--- src/rtl/vga_pkg.sv ---
// Shared constants, the per-pixel side-band record and the character address
// helper used by the 80x30 text renderer.
package vga_pkg;

  localparam int H_ACTIVE       = 640;
  localparam int V_ACTIVE       = 480;
  localparam int GLYPH_W        = 8;
  localparam int GLYPH_H        = 16;
  localparam int DEF_TEXT_COLS  = 80;
  localparam int DEF_TEXT_ROWS  = 30;
  localparam int RENDER_LATENCY = 4;
  localparam int RGB_W          = 4;

  // The underline cursor occupies the bottom two scanlines of a glyph cell.
  localparam logic [3:0] CURSOR_LINE_A = 4'(GLYPH_H - 2);
  localparam logic [3:0] CURSOR_LINE_B = 4'(GLYPH_H - 1);

  typedef struct packed {
    logic       active;
    logic [2:0] hsub;
    logic [3:0] vsub;
    logic       cursor_hit;
    logic       hsync;
    logic       vsync;
  } side_t;

  localparam side_t SIDE_IDLE = '{active: 1'b0, hsub: 3'd0, vsub: 4'd0,
                                  cursor_hit: 1'b0, hsync: 1'b1, vsync: 1'b1};

  // row*80 + col built from shifts; the largest result is 2399.
  function automatic logic [11:0] char_addr(input logic [4:0] row, input logic [6:0] col);
    return (12'(row) << 6) + (12'(row) << 4) + 12'(col);
  endfunction

endpackage

--- src/rtl/vga_text_render_if.sv ---
// Pin bundle between the timing generator, the character/font memories and
// the text renderer.
interface vga_text_render_if;
  // Streaming contract, no valid/ready: one pixel per CLK_25M cycle, CHAR_DATA
  // and FONT_DATA answer the address of the previous cycle, and every renderer
  // output lags the timing inputs by a fixed number of cycles.
  logic [9:0]  HCOUNT;
  logic [9:0]  VCOUNT;
  logic        HSYNC_IN;
  logic        VSYNC_IN;
  logic [11:0] CHAR_ADDR;
  logic [7:0]  CHAR_DATA;
  logic [10:0] FONT_ADDR;
  logic [7:0]  FONT_DATA;
  logic [11:0] FG_COLOR;
  logic [11:0] BG_COLOR;
  logic        CURSOR_EN;
  logic [6:0]  CURSOR_COL;
  logic [4:0]  CURSOR_ROW;
  logic [vga_pkg::RGB_W-1:0] VGA_R;
  logic [vga_pkg::RGB_W-1:0] VGA_G;
  logic [vga_pkg::RGB_W-1:0] VGA_B;
  logic        VGA_HSYNC;
  logic        VGA_VSYNC;

  modport master (
    output HCOUNT, VCOUNT, HSYNC_IN, VSYNC_IN, CHAR_DATA, FONT_DATA,
           FG_COLOR, BG_COLOR, CURSOR_EN, CURSOR_COL, CURSOR_ROW,
    input  CHAR_ADDR, FONT_ADDR, VGA_R, VGA_G, VGA_B, VGA_HSYNC, VGA_VSYNC
  );

  modport slave (
    input  HCOUNT, VCOUNT, HSYNC_IN, VSYNC_IN, CHAR_DATA, FONT_DATA,
           FG_COLOR, BG_COLOR, CURSOR_EN, CURSOR_COL, CURSOR_ROW,
    output CHAR_ADDR, FONT_ADDR, VGA_R, VGA_G, VGA_B, VGA_HSYNC, VGA_VSYNC
  );

endinterface

--- src/rtl/vga_blink_timer.sv ---
// Counts VSYNC falling edges and toggles the cursor blink phase every
// BLINK_FRAMES frames.
module vga_blink_timer #(
  parameter int BLINK_FRAMES = 30
) (
  input  logic CLK_25M,
  input  logic RST,
  input  logic VSYNC_IN,
  output logic o_phase
);

  logic       r_vsync_prev;
  logic [5:0] r_frame_cnt;
  logic       r_phase;
  logic       w_vsync_fall;

  assign w_vsync_fall = r_vsync_prev && !VSYNC_IN;

  always_ff @(posedge CLK_25M) begin
    if (RST) begin
      r_vsync_prev <= 1'b0;
      r_frame_cnt  <= '0;
      r_phase      <= 1'b0;
    end else begin
      r_vsync_prev <= VSYNC_IN;
      if (w_vsync_fall) begin
        if (r_frame_cnt == 6'(BLINK_FRAMES - 1)) begin
          r_frame_cnt <= '0;
          r_phase     <= ~r_phase;
        end else begin
          r_frame_cnt <= r_frame_cnt + 6'd1;
        end
      end
    end
  end

  assign o_phase = r_phase;

endmodule

--- src/rtl/vga_text_render.sv ---
// 80x30 text-mode pixel source: character RAM -> font ROM -> colour select,
// with syncs and side-band info carried alongside in a fixed-latency pipeline.
module vga_text_render
  import vga_pkg::*;
#(
  parameter int BLINK_FRAMES = 30,
  parameter int TEXT_COLS    = DEF_TEXT_COLS,
  parameter int TEXT_ROWS    = DEF_TEXT_ROWS
) (
  input logic              CLK_25M,
  input logic              RST,
  vga_text_render_if.slave bus
);

  logic        w_phase;
  logic        w_active;
  logic        w_cursor_hit;
  logic [6:0]  w_col;
  logic [4:0]  w_row;
  logic [2:0]  w_bit_sel;
  logic        w_pix;
  side_t       w_side0;

  side_t       r_side [1:RENDER_LATENCY];
  logic [11:0] r_char_addr;
  logic [10:0] r_font_addr;
  logic        r_inv;
  logic        r_inv_d;
  logic [11:0] r_rgb;
  logic        r_hsync;
  logic        r_vsync;

  vga_blink_timer #(.BLINK_FRAMES(BLINK_FRAMES)) u_blink (
    .CLK_25M (CLK_25M),
    .RST     (RST),
    .VSYNC_IN(bus.VSYNC_IN),
    .o_phase (w_phase)
  );

  assign w_col    = bus.HCOUNT[9:3];
  assign w_row    = bus.VCOUNT[8:4];
  assign w_active = (bus.HCOUNT < 10'(H_ACTIVE)) && (bus.VCOUNT < 10'(V_ACTIVE));

  // Cursor is resolved at stage 0 and then rides the pipeline as one bit.
  assign w_cursor_hit = bus.CURSOR_EN && w_phase && w_active
                     && (bus.CURSOR_COL < 7'(TEXT_COLS)) && (bus.CURSOR_ROW < 5'(TEXT_ROWS))
                     && (w_col == bus.CURSOR_COL) && (w_row == bus.CURSOR_ROW)
                     && ((bus.VCOUNT[3:0] == CURSOR_LINE_A) || (bus.VCOUNT[3:0] == CURSOR_LINE_B));

  assign w_side0 = '{active: w_active, hsub: bus.HCOUNT[2:0], vsub: bus.VCOUNT[3:0],
                     cursor_hit: w_cursor_hit, hsync: bus.HSYNC_IN, vsync: bus.VSYNC_IN};

  assign w_bit_sel = 3'(GLYPH_W - 1) - r_side[RENDER_LATENCY].hsub;
  assign w_pix     = (bus.FONT_DATA[w_bit_sel] ^ r_inv_d) | r_side[RENDER_LATENCY].cursor_hit;

  always_ff @(posedge CLK_25M) begin
    if (RST) begin
      for (int i = 1; i <= RENDER_LATENCY; i++) r_side[i] <= SIDE_IDLE;
      r_char_addr <= '0;
      r_font_addr <= '0;
      r_inv       <= 1'b0;
      r_inv_d     <= 1'b0;
      r_rgb       <= '0;
      r_hsync     <= 1'b1;
      r_vsync     <= 1'b1;
    end else begin
      r_side[1] <= w_side0;
      for (int i = 2; i <= RENDER_LATENCY; i++) r_side[i] <= r_side[i-1];
      if (w_active) r_char_addr <= char_addr(w_row, w_col);
      // r_side[2] holds the scanline of the pixel whose CHAR_DATA is arriving now.
      r_font_addr <= {bus.CHAR_DATA[6:0], r_side[2].vsub};
      r_inv       <= bus.CHAR_DATA[7];
      r_inv_d     <= r_inv;
      r_rgb       <= r_side[RENDER_LATENCY].active ? (w_pix ? bus.FG_COLOR : bus.BG_COLOR) : '0;
      r_hsync     <= r_side[RENDER_LATENCY].hsync;
      r_vsync     <= r_side[RENDER_LATENCY].vsync;
    end
  end

  assign bus.CHAR_ADDR = r_char_addr;
  assign bus.FONT_ADDR = r_font_addr;
  assign bus.VGA_R     = r_rgb[11:8];
  assign bus.VGA_G     = r_rgb[7:4];
  assign bus.VGA_B     = r_rgb[3:0];
  assign bus.VGA_HSYNC = r_hsync;
  assign bus.VGA_VSYNC = r_vsync;

endmodule

--- src/flat_wrapper.sv ---
// flat-port wrapper written by rule: the top's interface ports become plain ports
module vga_text_render_flat import vga_pkg::*;
#(
  parameter int BLINK_FRAMES = 30,
  parameter int TEXT_COLS    = DEF_TEXT_COLS,
  parameter int TEXT_ROWS    = DEF_TEXT_ROWS
)
  (CLK_25M, RST, bus_HCOUNT, bus_VCOUNT, bus_HSYNC_IN, bus_VSYNC_IN, bus_CHAR_DATA, bus_FONT_DATA, bus_FG_COLOR, bus_BG_COLOR, bus_CURSOR_EN, bus_CURSOR_COL, bus_CURSOR_ROW, bus_CHAR_ADDR, bus_FONT_ADDR, bus_VGA_R, bus_VGA_G, bus_VGA_B, bus_VGA_HSYNC, bus_VGA_VSYNC);
  vga_text_render_if bus_i ();
  input logic CLK_25M;
  input logic RST;
  input wire logic [$bits(bus_i.HCOUNT)-1:0] bus_HCOUNT;
  input wire logic [$bits(bus_i.VCOUNT)-1:0] bus_VCOUNT;
  input wire logic [$bits(bus_i.HSYNC_IN)-1:0] bus_HSYNC_IN;
  input wire logic [$bits(bus_i.VSYNC_IN)-1:0] bus_VSYNC_IN;
  input wire logic [$bits(bus_i.CHAR_DATA)-1:0] bus_CHAR_DATA;
  input wire logic [$bits(bus_i.FONT_DATA)-1:0] bus_FONT_DATA;
  input wire logic [$bits(bus_i.FG_COLOR)-1:0] bus_FG_COLOR;
  input wire logic [$bits(bus_i.BG_COLOR)-1:0] bus_BG_COLOR;
  input wire logic [$bits(bus_i.CURSOR_EN)-1:0] bus_CURSOR_EN;
  input wire logic [$bits(bus_i.CURSOR_COL)-1:0] bus_CURSOR_COL;
  input wire logic [$bits(bus_i.CURSOR_ROW)-1:0] bus_CURSOR_ROW;
  output wire logic [$bits(bus_i.CHAR_ADDR)-1:0] bus_CHAR_ADDR;
  output wire logic [$bits(bus_i.FONT_ADDR)-1:0] bus_FONT_ADDR;
  output wire logic [$bits(bus_i.VGA_R)-1:0] bus_VGA_R;
  output wire logic [$bits(bus_i.VGA_G)-1:0] bus_VGA_G;
  output wire logic [$bits(bus_i.VGA_B)-1:0] bus_VGA_B;
  output wire logic [$bits(bus_i.VGA_HSYNC)-1:0] bus_VGA_HSYNC;
  output wire logic [$bits(bus_i.VGA_VSYNC)-1:0] bus_VGA_VSYNC;
  assign bus_i.HCOUNT = bus_HCOUNT;
  assign bus_i.VCOUNT = bus_VCOUNT;
  assign bus_i.HSYNC_IN = bus_HSYNC_IN;
  assign bus_i.VSYNC_IN = bus_VSYNC_IN;
  assign bus_i.CHAR_DATA = bus_CHAR_DATA;
  assign bus_i.FONT_DATA = bus_FONT_DATA;
  assign bus_i.FG_COLOR = bus_FG_COLOR;
  assign bus_i.BG_COLOR = bus_BG_COLOR;
  assign bus_i.CURSOR_EN = bus_CURSOR_EN;
  assign bus_i.CURSOR_COL = bus_CURSOR_COL;
  assign bus_i.CURSOR_ROW = bus_CURSOR_ROW;
  assign bus_CHAR_ADDR = bus_i.CHAR_ADDR;
  assign bus_FONT_ADDR = bus_i.FONT_ADDR;
  assign bus_VGA_R = bus_i.VGA_R;
  assign bus_VGA_G = bus_i.VGA_G;
  assign bus_VGA_B = bus_i.VGA_B;
  assign bus_VGA_HSYNC = bus_i.VGA_HSYNC;
  assign bus_VGA_VSYNC = bus_i.VGA_VSYNC;
  vga_text_render #(.BLINK_FRAMES(BLINK_FRAMES), .TEXT_COLS(TEXT_COLS), .TEXT_ROWS(TEXT_ROWS)) u_core (.CLK_25M(CLK_25M), .RST(RST), .bus(bus_i));
endmodule
--- config.mk ---
export PLATFORM = sky130hd
export DESIGN_NAME = vga_text_render_flat
export DESIGN_NICKNAME = d
export VERILOG_FILES = /design/src/rtl/vga_pkg.sv /design/src/rtl/vga_text_render_if.sv /design/src/rtl/vga_blink_timer.sv /design/src/rtl/vga_text_render.sv /design/src/flat_wrapper.sv
export SDC_FILE = /design/constraint.sdc
export NUM_CORES = 1
export LEC_CHECK = 0
export CAP_MARGIN = 10
export CORE_UTILIZATION = 47
export DETAILED_ROUTE_END_ITERATION = 12
export GPL_TIMING_DRIVEN = 0
export HOLD_SLACK_MARGIN = 0.1
export PLACE_DENSITY = 0.87
export SLEW_MARGIN = 20
export SYNTH_ARGS = -nofsm -noshare
export SYNTH_HDL_FRONTEND = slang
export SYNTH_SLANG_ARGS = --single-unit
--- constraint.sdc ---
create_clock -name CLK_25M -period 7.01 [get_ports CLK_25M]
set_clock_uncertainty 0.05 [all_clocks]
set_input_delay 1.402 -clock CLK_25M [delete_from_list [all_inputs] [get_ports CLK_25M]]
set_output_delay 1.402 -clock CLK_25M [all_outputs]
set_load 0.01 [all_outputs]
==> results of run 1 <==
[cell type report]
cell class                      instances  area (sq um)  share of cell area (%)
Buffer                                 17          86.3                    1.90
Inverter                                6          22.5                   0.495
Multi-Input combinational cell        190          1310                    28.9
Clock inverter                          5          83.8                    1.84
Clock buffer                           11           151                    3.33
Sequential cell                        83          1660                    36.6
Tap cell                               77          96.3                    2.12
Timing Repair Buffer                  113          1130                    24.9
[cell families after synthesis]
family	count (synthesis)	synth area share [%]
buffers and inverters	23	3.53
xor gates and xnor gates	19	5.40
DFF	83	53.9
and+or+nand+nor	114	19.6
adders and majority gates	13	5.76
muxes	16	6.13
AOI/OAI and AO/OA	28	5.64
[routing by layer]
metal | global-route usage (%) | vias up
li1 | - | 1215
met5 | 0 | -
met1 | 21.2 | 1065
met2 | 34.6 | 113
met4 | 10.3 | 0
met3 | 8.55 | 11
[placed cells by master (no fill, tap or decap)]
cell,netlist,final
sky130_fd_sc_hd__clkinvlp_4,0,2
sky130_fd_sc_hd__nand2_1,21,21
sky130_fd_sc_hd__or3_1,1,1
sky130_fd_sc_hd__nand2b_1,2,2
sky130_fd_sc_hd__and4_1,2,2
sky130_fd_sc_hd__a41o_1,1,1
sky130_fd_sc_hd__ha_1,11,11
sky130_fd_sc_hd__nand4_1,4,4
sky130_fd_sc_hd__buf_4,4,4
sky130_fd_sc_hd__xor2_1,7,7
sky130_fd_sc_hd__a41oi_1,1,1
sky130_fd_sc_hd__buf_6,1,1
sky130_fd_sc_hd__o21ai_0,4,4
sky130_fd_sc_hd__bufinv_16,0,2
sky130_fd_sc_hd__xnor2_1,12,12
sky130_fd_sc_hd__mux4_1,1,1
sky130_fd_sc_hd__fa_1,2,2
sky130_fd_sc_hd__dfxtp_1,83,83
sky130_fd_sc_hd__clkbuf_1,12,12
sky130_fd_sc_hd__nor2_1,23,23
sky130_fd_sc_hd__nor4_1,2,2
sky130_fd_sc_hd__mux2i_1,14,14
sky130_fd_sc_hd__or2_2,11,11
sky130_fd_sc_hd__a211oi_1,3,3
sky130_fd_sc_hd__inv_1,6,6
sky130_fd_sc_hd__o21bai_1,1,1
sky130_fd_sc_hd__a21oi_1,12,12
sky130_fd_sc_hd__clkbuf_8,0,11
sky130_fd_sc_hd__a211o_1,1,1
sky130_fd_sc_hd__a31oi_1,1,1
sky130_fd_sc_hd__nor2b_1,43,43
sky130_fd_sc_hd__nand3_1,4,4
sky130_fd_sc_hd__a21o_1,2,2
sky130_fd_sc_hd__nand4b_1,1,1
sky130_fd_sc_hd__clkdlybuf4s50_1,0,113
sky130_fd_sc_hd__inv_6,0,1
sky130_fd_sc_hd__mux4_2,1,1
sky130_fd_sc_hd__o211ai_1,2,2
[cells in the mapped netlist]
library cell               instances  share of area (%)
sky130_fd_sc_hd__or2_2            11                2.2
sky130_fd_sc_hd__buf_6             1               0.37
sky130_fd_sc_hd__a211o_1           1               0.28
sky130_fd_sc_hd__nor2b_1          43                8.7
sky130_fd_sc_hd__and4_1            2               0.57
sky130_fd_sc_hd__clkbuf_1         12                1.5
sky130_fd_sc_hd__a41oi_1           1               0.28
sky130_fd_sc_hd__ha_1             11                4.5
sky130_fd_sc_hd__o21bai_1          1               0.24
sky130_fd_sc_hd__a21o_1            2               0.49
sky130_fd_sc_hd__mux4_1            1               0.85
sky130_fd_sc_hd__nand2b_1          2               0.41
sky130_fd_sc_hd__nand3_1           4               0.65
sky130_fd_sc_hd__nand4b_1          1               0.28
sky130_fd_sc_hd__a31oi_1           1               0.20
sky130_fd_sc_hd__a211oi_1          3               0.73
sky130_fd_sc_hd__dfxtp_1          83                 54
sky130_fd_sc_hd__or3_1             1               0.20
sky130_fd_sc_hd__inv_1             6               0.73
sky130_fd_sc_hd__a41o_1            1               0.32
sky130_fd_sc_hd__buf_4             4               0.97
sky130_fd_sc_hd__nor4_1            2               0.41
sky130_fd_sc_hd__mux4_2            1               0.73
sky130_fd_sc_hd__mux2i_1          14                4.5
sky130_fd_sc_hd__o21ai_0           4               0.65
sky130_fd_sc_hd__nor2_1           23                2.8
sky130_fd_sc_hd__nand4_1           4               0.81
sky130_fd_sc_hd__fa_1              2                1.3
sky130_fd_sc_hd__a21oi_1          12                1.9
sky130_fd_sc_hd__o211ai_1          2               0.49
sky130_fd_sc_hd__xnor2_1          12                3.4
sky130_fd_sc_hd__nand2_1          21                2.6
sky130_fd_sc_hd__xor2_1            7                2.0
[sequential cells by signal, summed over array words and instances, names as in the netlist]
name                         flops
u_core.bus.CHAR_ADDR            12
u_core.bus.FONT_ADDR            11
u_core.bus.VGA_HSYNC             1
u_core.bus.VGA_VSYNC             1
u_core.r_inv                     1
u_core.r_inv_d                   1
u_core.r_rgb                    12
u_core.r_side                   36
u_core.u_blink.o_phase           1
u_core.u_blink.r_frame_cnt       6
u_core.u_blink.r_vsync_prev      1
[per-stage QoR]
stage / area (sq um) / setup slack (ns) / power, W
CTS: 4550 / 3.30 / 0.00103
finish: 4550 / 3.29 / 0.00102
global route: 4550 / 3.10 / 0.00107
global placement: 4310 / 2.95 / 0.000642
floorplan: 3080 / 3.71 / 0.000569
detailed placement: 4310 / 2.93 / 0.000647
[final timing paths]
check | endpoint | slack (ns) | start
max reg2reg | u_core.r_rgb[8] | 4.77 | u_core.r_side[0][51]
min reg2reg | u_core.r_side[0][22] | 0.36 | u_core.r_side[0][11]
min | u_core.r_side[0][22] | 0.36 | u_core.r_side[0][11]
max | u_core.bus.CHAR_ADDR[11] | 3.29 | bus_VCOUNT[6]
[power by group]
part           leakage (nW)  internal (W)  switching [W]
Combinational         0.994     0.0000856      0.0000572
Clock                 0.112      0.000221       0.000165
Sequential            0.679      0.000487     0.00000562
Total                  1.79      0.000794       0.000228
[critical path, cell delays in order]
cell	delay [ns]
sky130_fd_sc_hd__clkdlybuf4s50_1	0.59
sky130_fd_sc_hd__inv_1	0.09
sky130_fd_sc_hd__fa_1	0.51
sky130_fd_sc_hd__inv_1	0.07
sky130_fd_sc_hd__fa_1	0.46
sky130_fd_sc_hd__a21o_1	0.19
sky130_fd_sc_hd__a21oi_1	0.21
sky130_fd_sc_hd__nor2b_1	0.07
sky130_fd_sc_hd__o211ai_1	0.20
sky130_fd_sc_hd__a21oi_1	0.09
==> flow_summary.html, run 1 <==
<table>
<tr><th>Metric</th><th>Value</th></tr>
<tr><th colspan="2">Worst setup path</th></tr>
<tr><td>Reg2reg path depth</td><td>6</td></tr>
<tr><td>Required time at the worst-slack endpoint</td><td>7.18 ns</td></tr>
<tr><td>Path type of the worst setup path</td><td>input pin to flop</td></tr>
<tr><td>Peak fanout along the critical path</td><td>5</td></tr>
<tr><td>Nature of the critical path endpoint</td><td>flop</td></tr>
<tr><td>Kind of launch point of the worst setup path</td><td>input pin</td></tr>
<tr><td>Crit path arrival time</td><td>roughly 4 ns</td></tr>
<tr><th colspan="2">Detailed routing</th></tr>
<tr><td>Detailed-routing iteration count for the pre-antenna-repair pass</td><td>4</td></tr>
<tr><td>Vias</td><td>2,404</td></tr>
<tr><td>Residual DRC</td><td>0</td></tr>
<tr><td>Met2 wirelength from detailed routing</td><td>3080 um</td></tr>
<tr><td>Vias per std cell</td><td>around 4.8</td></tr>
<tr><td>WL met3</td><td>662 um</td></tr>
<tr><td>Number of nets with antenna violations after detailed routing</td><td>0</td></tr>
<tr><td>Met1 wire length</td><td>2690 um</td></tr>
<tr><td>Top layer reached by signal wires</td><td>met4</td></tr>
<tr><td>WL per Instance</td><td>about 13 um</td></tr>
<tr><td>Starting DRT DRC Count</td><td>86</td></tr>
<tr><td>Routed WL</td><td>6570 um</td></tr>
<tr><th colspan="2">Yosys</th></tr>
<tr><td>Share of the yosys chip area belonging to registers</td><td>roughly 54%</td></tr>
<tr><td>Number of distinct library cells after synthesis</td><td>33</td></tr>
<tr><td>Syn Area/Cell</td><td>between 10 and 15 sq um</td></tr>
<tr><td>Post-synthesis instance area</td><td>3080 sq um</td></tr>
<tr><td>Ys Warns</td><td>0</td></tr>
<tr><td>Synthesized Nets</td><td>slightly below 400</td></tr>
<tr><td>Count of state elements after synthesis</td><td>83</td></tr>
<tr><td>Synth Instances</td><td>296</td></tr>
<tr><th colspan="2">Floorplanning</th></tr>
<tr><td>Initial standard-cell utilization of the core</td><td>48.6%</td></tr>
<tr><td>DIE HEIGHT</td><td>83.0 um</td></tr>
<tr><td>Chip width</td><td>about 83 um</td></tr>
<tr><td>I/O pin count</td><td>between 100 and 150</td></tr>
<tr><td>Core area</td><td>between 6000 and 7000 sq um</td></tr>
<tr><td>FP Rows</td><td>29</td></tr>
<tr><td>Area of the die</td><td>roughly 7000 sq um</td></tr>
<tr><th colspan="2">Clock network</th></tr>
<tr><td>Clock input transition at the sequential cells of the worst setup and hold paths</td><td>around 0.080 ns</td></tr>
<tr><td>Total CTS buffers</td><td>9</td></tr>
<tr><td>Cell chosen for the clock root</td><td>sky130_fd_sc_hd__clkbuf_8</td></tr>
<tr><td>Clock tree from TritonCTS</td><td>done</td></tr>
<tr><td>Post-CTS setup buffers</td><td>0</td></tr>
<tr><td>Maximum buffer depth of the clock tree</td><td>2</td></tr>
<tr><td>Cts repair resizes</td><td>0</td></tr>
<tr><td>Clock latency on the worst-skew pair</td><td>~0.35 ns</td></tr>
<tr><td>Number of sinks on the clock net</td><td>83</td></tr>
<tr><td>Number of hold buffers added after cts</td><td>0</td></tr>
<tr><td>Clock H-tree levels</td><td>3</td></tr>
<tr><th colspan="2">Place</th></tr>
<tr><td>Count of buffers inserted at the top-level ports</td><td>113</td></tr>
<tr><td>Routability congestion estimate</td><td>around 0.84</td></tr>
<tr><td>Placed Cells incl. Taps</td><td>approximately 490</td></tr>
<tr><td>HPWL Detailed</td><td>approximately 5000 um</td></tr>
<tr><th colspan="2">Timing</th></tr>
<tr><td>Unrepaired setup endpoints after global routing</td><td>no</td></tr>
<tr><td>Final hold violation count</td><td>0</td></tr>
<tr><td>Min cycle time layout</td><td>3.72 ns</td></tr>
<tr><td>Final worst path period share</td><td>between 50% and 60%</td></tr>
<tr><td>Highest clock frequency the design can meet</td><td>between 200 and 300 MHz</td></tr>
<tr><td>Transition time of the tightest slew-check pin</td><td>about 0.52 ns</td></tr>
<tr><td>Number of pins with negative max-slew slack in the final report</td><td>0</td></tr>
<tr><td>Fin Hold WS</td><td>0.362 ns</td></tr>
<tr><td>Finish-stage setup viols</td><td>0</td></tr>
<tr><td>Worst slew slack as a fraction of its limit</td><td>65.0%</td></tr>
<tr><td>Final total negative setup slack</td><td>0 ns</td></tr>
<tr><th colspan="2">Global route</th></tr>
<tr><td>GRT overflow</td><td>0</td></tr>
<tr><td>Number of antenna violations at the first check in global routing</td><td>0</td></tr>
<tr><td>Number of global-route vias before repair</td><td>about 2,400</td></tr>
<tr><td>GRT Overall Usage</td><td>between 20% and 30%</td></tr>
<tr><td>Maximum number of pins on one net before global-route repair</td><td>15</td></tr>
<tr><td>Global-route wire length before repair</td><td>between 10,000 and 15,000 um</td></tr>
<tr><th colspan="2">Finish</th></tr>
<tr><td>Post-synthesis to final-layout area growth</td><td>47.4%</td></tr>
<tr><td>N_diodes</td><td>0</td></tr>
<tr><td>Final layout net count</td><td>around 500</td></tr>
<tr><td>Final core utilization</td><td>between 70% and 80%</td></tr>
<tr><td>Final cell count without fillers</td><td>about 500</td></tr>
<tr><td>Fill cell instance count of the final layout</td><td>468</td></tr>
<tr><td>Proportion of layout cells with a drive suffix above 1</td><td>a little under 8%</td></tr>
<tr><th colspan="2">Run</th></tr>
<tr><td>MaxCap Viol Count</td><td>0</td></tr>
<tr><th colspan="2">Pwr</th></tr>
<tr><td>Max rail drop VDD</td><td>0.159 mV</td></tr>
<tr><td>Leak pwr</td><td>around 1.8 nW</td></tr>
<tr><td>Power density normalized to cell area</td><td>225 nW/um^2</td></tr>
<tr><th colspan="2">Hold path</th></tr>
<tr><td>Min-delay worst type</td><td>flop to flop</td></tr>
<tr><td>Number of cells on the worst hold path</td><td>1</td></tr>
<tr><th colspan="2">Status</th></tr>
<tr><td>Result of the run</td><td>finished clean</td></tr>
</table>
Note: power is estimated with default switching activity, not from simulation.
==> run 2: changes to the inputs <==
Settings changed: CORE_UTILIZATION 47 to 44, PLACE_DENSITY 0.87 to 0.82.
Clock period 7.01 ns to 3.6 ns, I/O delays scaled along.
==> flow_summary.html, run 2 (synthesized netlist as in run 1, its figures left out) <==
<table>
<tr><th>Metric</th><th>Value</th></tr>
<tr><th colspan="2">Timing</th></tr>
<tr><td>Final worst path period share</td><td>a little over 80%</td></tr>
<tr><td>Finish-stage setup viols</td><td>0</td></tr>
<tr><td>Worst slew slack as a fraction of its limit</td><td>between 60% and 70%</td></tr>
<tr><td>Highest clock frequency the design can meet</td><td>roughly 330 MHz</td></tr>
<tr><td>Number of pins with negative max-slew slack in the final report</td><td>0</td></tr>
<tr><td>Final total negative setup slack</td><td>0 ns</td></tr>
<tr><td>Unrepaired setup endpoints after global routing</td><td>no</td></tr>
<tr><td>Fin Hold WS</td><td>approximately 0.36 ns</td></tr>
<tr><td>Transition time of the tightest slew-check pin</td><td>~0.52 ns</td></tr>
<tr><td>Final hold violation count</td><td>0</td></tr>
<tr><td>Min cycle time layout</td><td>3.00 ns</td></tr>
<tr><th colspan="2">Finish</th></tr>
<tr><td>Area of the multi-input gates</td><td>~1300 sq um</td></tr>
<tr><td>Post-synthesis to final-layout area growth</td><td>46.6%</td></tr>
<tr><td>N_diodes</td><td>0</td></tr>
<tr><td>Fill cell instance count of the final layout</td><td>568</td></tr>
<tr><td>Proportion of layout cells with a drive suffix above 1</td><td>between 7 and 8%</td></tr>
<tr><td>Final layout net count</td><td>510</td></tr>
<tr><td>Flip-flop count of the largest register after layout</td><td>36</td></tr>
<tr><td>Leading cell types in the layout, fill and taps excluded</td><td>113 x sky130_fd_sc_hd__clkdlybuf4s50_1, 83 x sky130_fd_sc_hd__dfxtp_1, 43 x sky130_fd_sc_hd__nor2b_1, 23 x sky130_fd_sc_hd__nor2_1, 21 x sky130_fd_sc_hd__nand2_1</td></tr>
<tr><td>Sequential cell area</td><td>1660 sq um</td></tr>
<tr><td>Top reg by flops</td><td>u_core.r_side</td></tr>
<tr><td>Most common cell after layout, fill and taps aside</td><td>sky130_fd_sc_hd__clkdlybuf4s50_1</td></tr>
<tr><th colspan="2">Detailed routing</th></tr>
<tr><td>Routed WL</td><td>around 6300 um</td></tr>
<tr><td>Vias per std cell</td><td>around 4.6</td></tr>
<tr><td>Detailed-routing iteration count for the pre-antenna-repair pass</td><td>4</td></tr>
<tr><td>Number of nets with antenna violations after detailed routing</td><td>0</td></tr>
<tr><td>Starting DRT DRC Count</td><td>76</td></tr>
<tr><td>Vias</td><td>2,400</td></tr>
<tr><td>Residual DRC</td><td>0</td></tr>
<tr><td>WL per Instance</td><td>approximately 12 um</td></tr>
<tr><th colspan="2">Clock network</th></tr>
<tr><td>Clock input transition at the sequential cells of the worst setup and hold paths</td><td>~0.09 ns</td></tr>
<tr><td>Post-CTS setup buffers</td><td>0</td></tr>
<tr><td>Clock tree from TritonCTS</td><td>done</td></tr>
<tr><td>Total CTS buffers</td><td>9</td></tr>
<tr><td>Number of sinks on the clock net</td><td>83</td></tr>
<tr><td>Clock H-tree levels</td><td>3</td></tr>
<tr><td>Clock latency on the worst-skew pair</td><td>~0.35 ns</td></tr>
<tr><td>Maximum buffer depth of the clock tree</td><td>2</td></tr>
<tr><td>Number of hold buffers added after cts</td><td>0</td></tr>
<tr><td>Cell chosen for the clock root</td><td>sky130_fd_sc_hd__clkbuf_8</td></tr>
<tr><td>Cts repair resizes</td><td>0</td></tr>
<tr><th colspan="2">Pwr</th></tr>
<tr><td>Max rail drop VDD</td><td>roughly 0.23 mV</td></tr>
<tr><td>Seq pwr share</td><td>52.1%</td></tr>
<tr><td>Sw Ratio</td><td>roughly a quarter</td></tr>
<tr><td>Power density normalized to cell area</td><td>approximately 410 nW/um^2</td></tr>
<tr><td>Power spent charging and discharging nets</td><td>0.000453 W</td></tr>
<tr><td>Clock network power share</td><td>about a third</td></tr>
<tr><td>Internal portion of total power</td><td>0.00139 W</td></tr>
<tr><td>Combinational power share</td><td>roughly 15%</td></tr>
<tr><td>Leak pwr</td><td>1.76 nW</td></tr>
<tr><th colspan="2">Hold path</th></tr>
<tr><td>Min-delay worst type</td><td>flop to flop</td></tr>
<tr><th colspan="2">Floorplanning</th></tr>
<tr><td>Chip width</td><td>around 86 um</td></tr>
<tr><td>I/O pin count</td><td>114</td></tr>
<tr><td>Initial standard-cell utilization of the core</td><td>about 45%</td></tr>
<tr><td>FP Rows</td><td>30</td></tr>
<tr><td>Core area</td><td>6790 sq um</td></tr>
<tr><td>DIE HEIGHT</td><td>approximately 86 um</td></tr>
<tr><td>Area of the die</td><td>7350 sq um</td></tr>
<tr><th colspan="2">Worst setup path</th></tr>
<tr><td>Peak per-stage delay on the critical path</td><td>approximately 0.59 ns</td></tr>
<tr><td>Worst Path Buf+Inv</td><td>3</td></tr>
<tr><td>Peak fanout along the critical path</td><td>5</td></tr>
<tr><td>Cell Chain, Critical Path</td><td>clkdlybuf4s50_1 -&gt; inv_1 -&gt; fa_1 -&gt; inv_1 -&gt; fa_1 -&gt; a21o_1 -&gt; a21oi_1 -&gt; nor2b_1 -&gt; o211ai_1 -&gt; a21oi_1</td></tr>
<tr><td>Required time at the worst-slack endpoint</td><td>around 3.8 ns</td></tr>
<tr><td>Cell family with the largest share of critical-path delay</td><td>adder cells</td></tr>
<tr><td>Slowest cell on the critical path</td><td>sky130_fd_sc_hd__clkdlybuf4s50_1</td></tr>
<tr><td>Kind of launch point of the worst setup path</td><td>input pin</td></tr>
<tr><td>Path type of the worst setup path</td><td>input pin to flop</td></tr>
<tr><td>Crit path arrival time</td><td>~3.2 ns</td></tr>
<tr><td>Nature of the critical path endpoint</td><td>flop</td></tr>
<tr><th colspan="2">Place</th></tr>
<tr><td>Count of buffers inserted at the top-level ports</td><td>around 110</td></tr>
<tr><td>HPWL Detailed</td><td>between 4000 and 5000 um</td></tr>
<tr><td>Routability congestion estimate</td><td>between 0.8 and 0.9</td></tr>
<tr><th colspan="2">Status</th></tr>
<tr><td>Result of the run</td><td>finished clean</td></tr>
<tr><th colspan="2">Global route</th></tr>
<tr><td>GRT overflow</td><td>0</td></tr>
<tr><td>Number of global-route vias before repair</td><td>around 2,300</td></tr>
<tr><td>Global-route wire length before repair</td><td>just over 10,000 um</td></tr>
<tr><td>Number of antenna violations at the first check in global routing</td><td>0</td></tr>
<tr><td>GRT Overall Usage</td><td>between 10% and 20%</td></tr>
<tr><td>Maximum number of pins on one net before global-route repair</td><td>16</td></tr>
<tr><th colspan="2">Run</th></tr>
<tr><td>MaxCap Viol Count</td><td>0</td></tr>
</table>
==> run 2: changes by cell type in the layout (fill, tap and decap cells not counted) <==
cell / change
sky130_fd_sc_hd__bufinv_16: -2
sky130_fd_sc_hd__clkbuf_8: -1
sky130_fd_sc_hd__clkinv_2: +1
sky130_fd_sc_hd__inv_6: +2
==> run 2: worst paths after layout <==
kind / to / slack [ns] / start / cells past startpoint
max: u_core.bus.CHAR_ADDR[11] / 0.60 / bus_VCOUNT[6] / 10
min: u_core.r_side[0][45] / 0.36 / u_core.r_side[0][34] / 1
max reg2reg: u_core.r_rgb[11] / 1.37 / u_core.r_side[0][51] / 6
min reg2reg: u_core.r_side[0][45] / 0.36 / u_core.r_side[0][34] / 1
==> run 2: worst register-to-register path, delay by kind of cell, from the launching register on <==
kind,cells,cell delay (ns)
flops,1,0.37
buf+inv,1,0.23
simple gates,1,0.06
mux,4,1.41
==> run 2: per-layer routing <==
metal	routed length, um	GRT usage, %
met1	2640	19.8
met2	3010	31.5
met4	87	6.82
met5	0	0
met3	580	7.60
==> run 2: layout make-up <==
type / count / share of cell area, %
plain buffers: 17 / 1.91
flip-flops and latches: 83 / 36.8
inverters: 6 / 0.498
clock buffers: 10 / 3.05
clock inverters: 6 / 1.02
repair buffers: 113 / 25.0
well taps: 96 / 2.66
multi-input cells: 190 / 29.1
==> run 2: power by group through the flow <==
stage | Clock, W | Combinational, W | Sequential, W
2_1_floorplan | 0 | 0.000121 | 0.000987
5_1_grt | 0.000672 | 0.000303 | 0.000964
6_report | 0.000609 | 0.000275 | 0.000960
3_3_place_gp | 0 | 0.000271 | 0.000980
3_5_place_dp | 0 | 0.000277 | 0.000982
4_1_cts | 0.000625 | 0.000279 | 0.000960
==> run 2: per-stage QoR <==
stage	instance area, sq um	instances	total power [W]	util [%]	worst slack, ns
final	4520	521	0.00184	66.5	0.605
after global routing	4520	521	0.00194	66.5	0.476
after CTS	4520	521	0.00186	66.5	0.593
after detailed placement	4330	505	0.00126	63.8	0.222
after global placement	4330	505	0.00125	63.8	0.218
after floorplan	3080	296	0.00111	-	0.977
